$ cat config.mk
export PLATFORM = sky130hd
export DESIGN_NAME = spike_window_decoder
export DESIGN_NICKNAME = d
export VERILOG_FILES = /design/src/rtl/snn_pkg.sv /design/src/rtl/spike_lane_counter.sv /design/src/rtl/spike_window_decoder.sv
export SDC_FILE = /design/constraint.sdc
export NUM_CORES = 1
export LEC_CHECK = 0
export CAP_MARGIN = 20
export CORE_MARGIN = 10
export CORE_UTILIZATION = 35
export DETAILED_ROUTE_END_ITERATION = 8
export GPL_ROUTABILITY_DRIVEN = 0
export PLACE_DENSITY_LB_ADDON = 0.2
export SYNTH_ARGS = -nofsm -noshare
export SYNTH_HDL_FRONTEND = slang
export SYNTH_SLANG_ARGS = --single-unit
$ cat constraint.sdc
create_clock -name clk -period 2.75 [get_ports clk]
set_input_delay 0.55 -clock clk [delete_from_list [all_inputs] [get_ports clk]]
set_output_delay 0.55 -clock clk [all_outputs]
set_load 0.05 [all_outputs]
$ cat src/rtl/snn_pkg.sv
// Shared types and default sizing for the spike window decoder.
// Holds the decoder FSM state enum and default parameter values.
package snn_pkg;

  localparam int N_NEURONS_DEF = 4;
  localparam int CNT_W_DEF     = 8;
  localparam int WIN_W_DEF     = 8;

  typedef enum logic [1:0] {
    ST_IDLE,
    ST_COUNT,
    ST_SCAN,
    ST_HOLD
  } state_t;

endpackage

$ cat src/rtl/spike_lane_counter.sv
// Saturating spike counter for one neuron lane.
// Ports: clk, reset (sync, high), clear, en, spike -> count.
module spike_lane_counter
  import snn_pkg::*;
#(
  parameter int CNT_W = CNT_W_DEF
) (
  input  logic             clk,
  input  logic             reset,
  input  logic             clear,
  input  logic             en,
  input  logic             spike,
  output logic [CNT_W-1:0] count
);

  always_ff @(posedge clk) begin
    if (reset || clear) begin
      count <= '0;
    end else if (en && spike && (count != '1)) begin
      count <= count + 1'b1;
    end
  end

endmodule

$ cat src/rtl/spike_window_decoder.sv
// Counts spikes per lane over a window, then picks the busiest lane.
// Ports: clk, reset, spike_in, window_len, start, busy, out_valid,
//   out_ready, winner, winner_count; tie with
//   SPIKE_WINDOW_DECODER_TIE_FLAG_EN defined.
module spike_window_decoder
  import snn_pkg::*;
#(
  parameter int N_NEURONS = N_NEURONS_DEF,
  parameter int CNT_W     = CNT_W_DEF,
  parameter int WIN_W     = WIN_W_DEF
) (
  input  logic                         clk,
  input  logic                         reset,
  input  logic [N_NEURONS-1:0]         spike_in,
  input  logic [WIN_W-1:0]             window_len,
  input  logic                         start,
  output logic                         busy,
  output logic                         out_valid,
  input  logic                         out_ready,
  output logic [$clog2(N_NEURONS)-1:0] winner,
  output logic [CNT_W-1:0]             winner_count
`ifdef SPIKE_WINDOW_DECODER_TIE_FLAG_EN
  ,
  output logic                         tie
`endif
);

  localparam int IDX_W = $clog2(N_NEURONS);

  state_t state;
  state_t state_nxt;

  logic [WIN_W-1:0] remain;
  logic [IDX_W-1:0] scan_idx;
  logic [IDX_W-1:0] best_idx;
  logic [CNT_W-1:0] best_count;
  logic [CNT_W-1:0] lane_count;
  logic [CNT_W-1:0] counts [N_NEURONS];

  logic accept;
  logic count_en;
  logic last_cnt;
  logic last_scan;
  logic handshake;

  assign accept    = (state == ST_IDLE) && start;
  assign handshake = (state == ST_HOLD) && out_ready;
  assign last_cnt  = (remain == WIN_W'(1));
  assign last_scan = (scan_idx == IDX_W'(N_NEURONS - 1));
  assign lane_count = counts[scan_idx];

  for (genvar g = 0; g < N_NEURONS; g++) begin : g_lane
    spike_lane_counter #(
      .CNT_W(CNT_W)
    ) u_lane (
      .clk  (clk),
      .reset(reset),
      .clear(accept),
      .en   (count_en),
      .spike(spike_in[g]),
      .count(counts[g])
    );
  end

  always_ff @(posedge clk) begin
    if (reset) begin
      state <= ST_IDLE;
    end else begin
      state <= state_nxt;
    end
  end

  always_comb begin
    state_nxt = state;
    unique case (state)
      ST_IDLE:  if (start)     state_nxt = ST_COUNT;
      ST_COUNT: if (last_cnt)  state_nxt = ST_SCAN;
      ST_SCAN:  if (last_scan) state_nxt = ST_HOLD;
      ST_HOLD:  if (handshake) state_nxt = ST_IDLE;
      default:                 state_nxt = ST_IDLE;
    endcase
  end

  always_comb begin
    busy      = (state != ST_IDLE);
    out_valid = (state == ST_HOLD);
    count_en  = (state == ST_COUNT);
  end

  // A zero length still opens a one-cycle window.
  always_ff @(posedge clk) begin
    if (reset) begin
      remain     <= '0;
      scan_idx   <= '0;
      best_idx   <= '0;
      best_count <= '0;
    end else if (accept) begin
      remain     <= (window_len == '0) ? WIN_W'(1) : window_len;
      scan_idx   <= '0;
      best_idx   <= '0;
      best_count <= '0;
    end else if (state == ST_COUNT) begin
      remain <= remain - 1'b1;
    end else if (state == ST_SCAN) begin
      if (!last_scan) begin
        scan_idx <= scan_idx + 1'b1;
      end
      // Strictly greater keeps the lowest index on ties.
      if (lane_count > best_count) begin
        best_count <= lane_count;
        best_idx   <= scan_idx;
      end
    end
  end

  assign winner       = best_idx;
  assign winner_count = best_count;

`ifdef SPIKE_WINDOW_DECODER_TIE_FLAG_EN
  logic tie_r;

  // A new leader clears the flag; a nonzero equal sets it.
  always_ff @(posedge clk) begin
    if (reset || accept) begin
      tie_r <= 1'b0;
    end else if (state == ST_SCAN) begin
      if (lane_count > best_count) begin
        tie_r <= 1'b0;
      end else if ((lane_count == best_count) && (best_count != '0)) begin
        tie_r <= 1'b1;
      end
    end
  end

  assign tie = tie_r && out_valid;
`endif

endmodule
After elaboration in Yosys (flattened, before gate mapping) --
Cells that the tools add are included.
Word-level totals: register bits 54, bits of input ports 16
Cells by class: add/sub/neg operators 6, order comparisons 2, eq/ne operators 13, mux-type cells 11, bitwise gates (word level) 3, reductions and logical operators 19
Operator list (count):
- $mux W8 | 5
- $add A8 B1 Y8 const B | 4
- $ne A8 B8 Y1 const B | 4
- $bmux W8 S2 | 1
- $logic_and A1 B1 Y1 | 10
- $eq A8 B1 Y1 const B | 1
- $gt A8 B8 Y1 | 1
- $logic_not A8 Y1 | 1
- $mux W2 | 4
- $pmux W2 S4 | 1
- $sub A8 B1 Y8 const B | 1
- $eq A2 B2 Y1 const B | 3
- $ne A2 B2 Y1 const B | 3
- $reduce_and A3 Y1 | 2
- $reduce_and A4 Y1 | 1
- $reduce_bool A2 Y1 | 2
- $ge A3 B3 Y1 const B | 1
- $not A2 Y3 | 1
- $add A2 B1 Y2 const B | 1
- $eq A2 B1 Y1 const B | 1
- $logic_not A2 Y1 | 1
- $ne A2 B1 Y1 const B | 1
- $not A1 Y1 | 2
- $reduce_or A2 Y1 | 1
- $logic_or A1 B1 Y1 | 1

Depth between registers and ports, before layout --
Gate-level depths: netlist of run 1.
depth in word-level cells 6, mapped depth 10, mapped depth without buffers 8

Modules after synthesis --
From an unflattened synthesis of run 1, not the netlist that was laid out.
Second synthesis, totals: cell total of the unflattened synthesis 347, area total of the unflattened synthesis 3231.8 sq um
By module, submodules not included:
- spike_lane_counter | instances 4, cells each 45, area each 412.9 sq um, seq. area each 160.2 sq um
- spike_window_decoder | instances 1, cells each 167, area each 1580.3 sq um, seq. area each 440.4 sq um

Worst setup path after synthesis of run 1 --
Ideal clock, no wire load.
path kind reg-to-reg, start point register scan_idx[1], end point register best_idx[1] (netlist: winner[1]), setup time 0.132 ns, arrival time 2.184 ns, required time 2.618 ns, slack 0.433 ns, stages on the path, launching flop included 10, buffers on the path 2, cell sequence dfxtp_1 > buf_4 > mux4_2 > ha_1 > nand4_1 > o31a_1 > o31a_1 > buf_2 > nand3_1 > a21oi_1
On the way: cells in the longest elaborated chain, start to end 6
RTL lines:
- from (decl) | line spike_window_decoder.sv:34 | logic [IDX_W-1:0] scan_idx;
- from (signal assigned) | line spike_window_decoder.sv:106 | scan_idx <= scan_idx + 1'b1;
- $not A2 Y3 (not written as such) | line spike_window_decoder.sv:50 | assign lane_count = counts[scan_idx];
- $bmux W8 S2 | line spike_window_decoder.sv:50
- $mux W8 (not written as such) (2 in a row) | line spike_window_decoder.sv:50
- via lane_count[7] | line spike_window_decoder.sv:37 | logic [CNT_W-1:0] lane_count;
- $gt A8 B8 Y1 | line spike_window_decoder.sv:109 | if (lane_count > best_count) begin
- $reduce_and A3 Y1 (no source line)
- to (signal assigned) | line spike_window_decoder.sv:111 | best_idx <= scan_idx;
- to (decl) | line spike_window_decoder.sv:35 | logic [IDX_W-1:0] best_idx;
The timed path passes the listed nets, and every way through them passes these cells. The select of a mux whose other input is x is not followed. A chain may end at the register's enable or synchronous reset.

Worst setup path in the final report of run 1 --
Same ends and word-level chain as after synthesis.

==> flow_summary.toml, run 1 <==
[grt]
grt_max_degree = 45
grt_first_pass_wirelength_mm = 11.3
grt_pass1_vias = 2366
antenna_found_initial = 0
track_usage = 0.104
grt_overflow = 0

[logic_synthesis]
synthMuxAreaShare = 0.0775
synth_area_leaders = "dfxtp_1 (36%), ha_1 (8.3%), nor2_1 (6.3%)"
synth_top_cells_by_count = "dfxtp_1 (54), nor2_1 (51), nand3_1 (28)"
ys_ff_latch = 54
synth_xor_xnor_area_share = 0.0928
ys.flop_type = "dfxtp_1"
synth_compound_area_frac = 0.120
synth-seq-area-share = 0.358
synthAdderAreaFrac = 0.0829
synth_edf_count = 0
syn-instance-count = 336
yosysTopAreaCell = "dfxtp_1"
netlist_area_sq_mm = 0.00302
avgSynthCellArea_sq_um = 8.99
synth_top_cell_area_share = 0.358
synth_most_common_cell = "dfxtp_1"
synth_fp_nets = 372
synthArstFlopShare = 0
synth_warnings = 0
synth_top_family_by_area = "simple AND/OR/NAND/NOR gates"
yosys.area_share.simple = 0.228
synth_cell_types = 39

[floorplanning]
core-area_sq_mm = 0.00830
die-area_sq_mm = 0.0127
rows = 33
ioPinCount = 28
die_x_microns = 113
die_h_microns = 113
start_util = 0.364

[sta]
rsz0062_at_grt = "no"
slew_viol_final = 0
tightest_slew_ns = 0.614
post-route-period-util = 0.918
fin_ws_ns = 0.225
skew_ns = 0.00970
hold_viol = 0
fin_crit_ns = 2.52
relSlewSlack = 0.591
fin_setup_tns_ns = 0
setup-violations-final = 0
fmax_mhz = 396

[route]
top_layer = "met4"
wl_per_cell_microns = 14.5
vias_per_cell = 5.22
first_iter_violations = 99
routed_wl_mm = 6.78
firstDrtPassIters = 4
post-route-drc-count = 0
ant_nets = 0
routed-wl-met2_mm = 3.24
wl_met1_mm = 3.26
vias = 2446
wl_met3_microns = 241

[cts]
cts.sinks = 54
clk_pin_slew_ns = 0.10
cts_root_buffer = "clkbuf_8"
cts_max_level = 2
cts_setup_buffers = 0
cts_tree = "yes"
cts_buffer_depth = 2
holdBufCountCts = 0
numCtsBuffers = 5
clk_latency_ns = 0.31

[flow_run]
cap_viol_max_count = 0

[layout]
drive_gt1_frac = 0.110
insertedDiodeCount = 0
fill_cells = 838
finalNetCount = 399
area_growth_pct = 16.8

[setup_path]
crit_top_cell = "a21oi_1"
path_cells = "buf_12 > mux4_2 > ha_1 > a21oi_1 > o21ai_2 > o31ai_4 > o21ai_0 > a21oi_1"
crit_required_ns = 2.99
path_max_fanout = 10
cp-end-kind = "flip-flop"
cp_slowest_stage_delay_ns = 0.53
critPathKind = "flip-flop to flip-flop"
worstPathArrival_ns = 2.77
slowest_stage = "mux4_2"
startpoint_type = "flip-flop"

[hold_path]
hp-class = "flip-flop to flip-flop"

[outcome]
status = "finished, final reports clean"

[power]
cellLeakagePower_nw = 1.18
powerDensity_mw_per_mm2 = 609
ir_worst_vdd_mv = 0.355

[placement]
preCtsSetupSlack_ns = 0.186
place_hpwl_mm = 5.06
io_buffer_count = 27
-- flip-flops by register name, indices dropped and copies added, names as in the netlist --
signal,flops
g_lane.u_lane.count,32
remain,8
winner_count,8
scan_idx,2
state,2
winner,2
-- cell usage in the layout, fill, tap and decap left out, types with 2 or more instances in the layout --
master and n:
a211oi_1 9, a21oi_1 17, a41o_4 2, and3_2 2, and4_4 2, buf_12 2, buf_4 4, clkbuf_8 6
clkdlybuf4s50_1 27, dfxtp_1 54, ha_1 20, inv_1 17, mux2i_1 5, mux4_2 7, nand2_1 21, nand2b_1 4
nand3_1 28, nand4_1 5, nor2_1 51, nor2b_1 3, nor3_1 8, nor3_2 2, nor4_2 3, nor4b_1 2
nor4b_2 2, o21ai_0 13, o311a_2 2, or3_1 2, xnor2_1 19, xor2_1 13
-- cells by family (layout without fill, tap and decap cells) --
family | Yosys count | count (layout)
xor gates and xnor gates | 32 | 32
AOI/OAI and AO/OA | 51 | 51
buffers and inverters | 30 | 58
muxes | 13 | 13
DFF | 54 | 54
adders and majority gates | 20 | 20
and+or+nand+nor | 136 | 136
-- repair_timing --
| action | 4_1_cts | 5_1_grt |
|---|---|---|
| gates resized for setup | 0 | 1 |
| endpoints found under the hold margin | 0 | 0 |
| setup endpoints to repair | 0 | 1 |
-- layer usage --
metal | track usage | up-vias
li1 | - | 1237
met1 | 0.132 | 1169
met2 | 0.175 | 36
met3 | 0.0238 | 4
met4 | 0.0254 | 0
met5 | 0 | -
-- per-stage QoR --
| stage | cells | hold slack [ns] | area, sq um | power (mW) | utilization |
|---|---|---|---|---|---|
| after floorplan | 336 | 0.496 | 3020 | 1.50 | - |
| after global placement | 461 | 0.477 | 3430 | 1.69 | 0.413 |
| after detailed placement | 461 | 0.479 | 3430 | 1.69 | 0.413 |
| after CTS | 469 | 0.505 | 3530 | 2.17 | 0.425 |
| after global routing | 469 | 0.510 | 3530 | 2.28 | 0.425 |
| final | 469 | 0.503 | 3530 | 2.15 | 0.425 |
-- final timing paths --
check / cells past startpoint / slack, ns / start / endpoint
worst max register to register: 8 / 0.23 / scan_idx[1] / winner[1]
worst min register to register: 2 / 0.50 / winner[0] / winner[0]
worst min-delay path: 2 / 0.50 / winner[0] / winner[0]
worst max-delay path: 8 / 0.23 / scan_idx[1] / winner[1]
-- final cells by class --
cell class | count | area, sq um | share of cell area
flip-flops and latches | 54 | 1080 | 0.306
well taps | 105 | 131 | 0.0372
inverters | 17 | 63.8 | 0.0181
multi-input cells | 252 | 1820 | 0.515
clock buffers | 6 | 82.6 | 0.0234
repair buffers | 33 | 340 | 0.0965
clock inverters | 2 | 12.5 | 0.00355
-- worst max-delay path: cells and delay by family, from the launching register on --
kind	cells	cell delay [ns]
adders and majority gates	1	0.33
AOI/OAI and AO/OA	5	1.04
muxes	1	0.53
buffers and inverters	1	0.16
DFF	1	0.40
-- where the power goes --
part	internal (mW)	switching, mW
sequential	0.861	0.0993
clock	0.203	0.272
combinational	0.312	0.401
Power figures use the tool's default switching activity.
==> run 2: changes to the inputs <==
- SKIP_CTS_REPAIR_TIMING: not set -> 1
- SYNTH_HIERARCHICAL: not set -> 1
==> flow_summary.toml, run 2 <==
[setup_path]
rrSetupSlack_ns = 0.21
path_max_fanout = 10
worstPathArrival_ns = 2.79
startpoint_type = "flip-flop"
critPathKind = "flip-flop to flip-flop"
crit_required_ns = 2.99
cp-end-kind = "flip-flop"

[sta]
setup-violations-final = 0
post-route-period-util = 0.924
fmax_mhz = 394
hold_ws_ns = 0.492
tightest_slew_ns = 0.619
fin_setup_tns_ns = 0
hold_viol = 0
fin_crit_ns = 2.54
slew_viol_final = 0
fin_ws_ns = 0.209
skew_ns = 0.00614
relSlewSlack = 0.586
rsz0062_at_grt = "no"

[placement]
place_hpwl_mm = 5.91
preCtsSetupSlack_ns = 0.159
placed_cells = 484
io_buffer_count = 27

[layout]
top_register = "g_lane.u_lane/count"
layout.cells.non_filler = 491
largest_reg_flops = 32
insertedDiodeCount = 0
drive_gt1_frac = 0.126
final_common_cell = "dfxtp_1"
fill_cells = 919
area_growth_pct = 16.9
layout_common_cells = "dfxtp_1 (54), clkdlybuf4s50_1 (27), nand3_1 (22)"
finalNetCount = 416

[route]
ant_nets = 0
wl_per_cell_microns = 15.6
post-route-drc-count = 0
firstDrtPassIters = 4
vias_per_cell = 5.64
vias = 2768
first_iter_violations = 151
routed_wl_mm = 7.64

[cts]
clk_latency_ns = 0.30
cts_max_level = 2
cts_buffer_depth = 2
numCtsBuffers = 5
cts_tree = "yes"
cts_root_buffer = "clkbuf_8"
cts.sinks = 54
clk_pin_slew_ns = 0.10

[flow_run]
cap_viol_max_count = 0

[logic_synthesis]
netlist_area_sq_mm = 0.00323
avgSynthCellArea_sq_um = 9.31
synth_fp_nets = 383
synthArstFlopShare = 0
synth_warnings = 6
ys_ff_latch = 54
synth_edf_count = 0
synth_top_cell_area_share = 0.334
ys.flop_type = "dfxtp_1"
yosysTopAreaCell = "dfxtp_1"
synth_most_common_cell = "dfxtp_1"
synth_area_leaders = "dfxtp_1 (33%), ha_1 (7.7%), mux4_2 (5.6%)"
synth_top_cells_by_count = "dfxtp_1 (54), nand3_1 (22)"
synth-seq-area-share = 0.334
syn-instance-count = 347
synth_cell_types = 50

[floorplanning]
core-area_sq_mm = 0.00911
start_util = 0.355
die_x_microns = 116
die-area_sq_mm = 0.0135
die_h_microns = 116
ioPinCount = 28
rows = 35

[power]
ir_worst_vdd_mv = 0.298
powerDensity_mw_per_mm2 = 613
cellLeakagePower_nw = 1.36

[grt]
grt_max_degree = 18
track_usage = 0.116
grt_overflow = 0
grt_pass1_vias = 2585
antenna_found_initial = 0
grt_first_pass_wirelength_mm = 12.8

[hold_path]
hp-class = "flip-flop to flip-flop"

[outcome]
status = "finished, final reports clean"
==> run 2: layout make-up <==
type / count / area [sq um] / area share
multi-input cells: 265 / 2040 / 0.539
flip-flops and latches: 54 / 1080 / 0.286
clock inverters: 1 / 30.0 / 0.00795
well taps: 111 / 139 / 0.0368
clock buffers: 6 / 82.6 / 0.0219
repair buffers: 34 / 335 / 0.0887
inverters: 20 / 75.1 / 0.0199
==> run 2: logic make-up after synthesis <==
logic type,synth area share
AOI/OAI and AO/OA,0.178
xor gates and xnor gates,0.0217
adders and majority gates,0.0774
buffers and inverters,0.0360
DFF,0.334
muxes,0.0867
and+or+nand+nor,0.266
==> run 2: worst paths after layout <==
check,startpoint,depth (start not counted),end
worst min register to register,winner[1],2,winner[1]
worst max register to register,scan_idx[0],8,winner_count[3]
worst min-delay path,winner[1],2,winner[1]
worst max-delay path,scan_idx[0],8,winner_count[3]
==> run 2: critical path: stages, from the launching register on <==
cell and delay (ns):
dfxtp_1 0.42, buf_12 0.16, mux4_2 0.54, ha_1 0.32
a21oi_1 0.20, o21ai_2 0.12, o31ai_4 0.44, o21ai_1 0.12
a21boi_1 0.14
==> run 2: stage by stage <==
step	utilization	area, sq um	total power, mW
2_1_floorplan	-	3230	1.58
3_3_place_gp	0.402	3660	1.78
3_5_place_dp	0.402	3660	1.79
4_1_cts	0.415	3780	2.35
5_1_grt	0.415	3780	2.47
6_report	0.415	3780	2.32
==> run 2: per-layer routing <==
metal,global-route usage,up-vias,part of all wire
met1,0.153,1320,0.49
met4,0.0267,0,0.0069
met3,0.0257,6,0.041
met5,0,-,0
met2,0.188,63,0.46
li1,-,1379,-
==> run 2: where the power goes <==
part | switching, mW | leakage (nW) | internal (mW)
registers | 0.107 | 0.437 | 0.861
clock network | 0.261 | 0.0573 | 0.292
logic | 0.443 | 0.869 | 0.353
total | 0.811 | 1.36 | 1.51
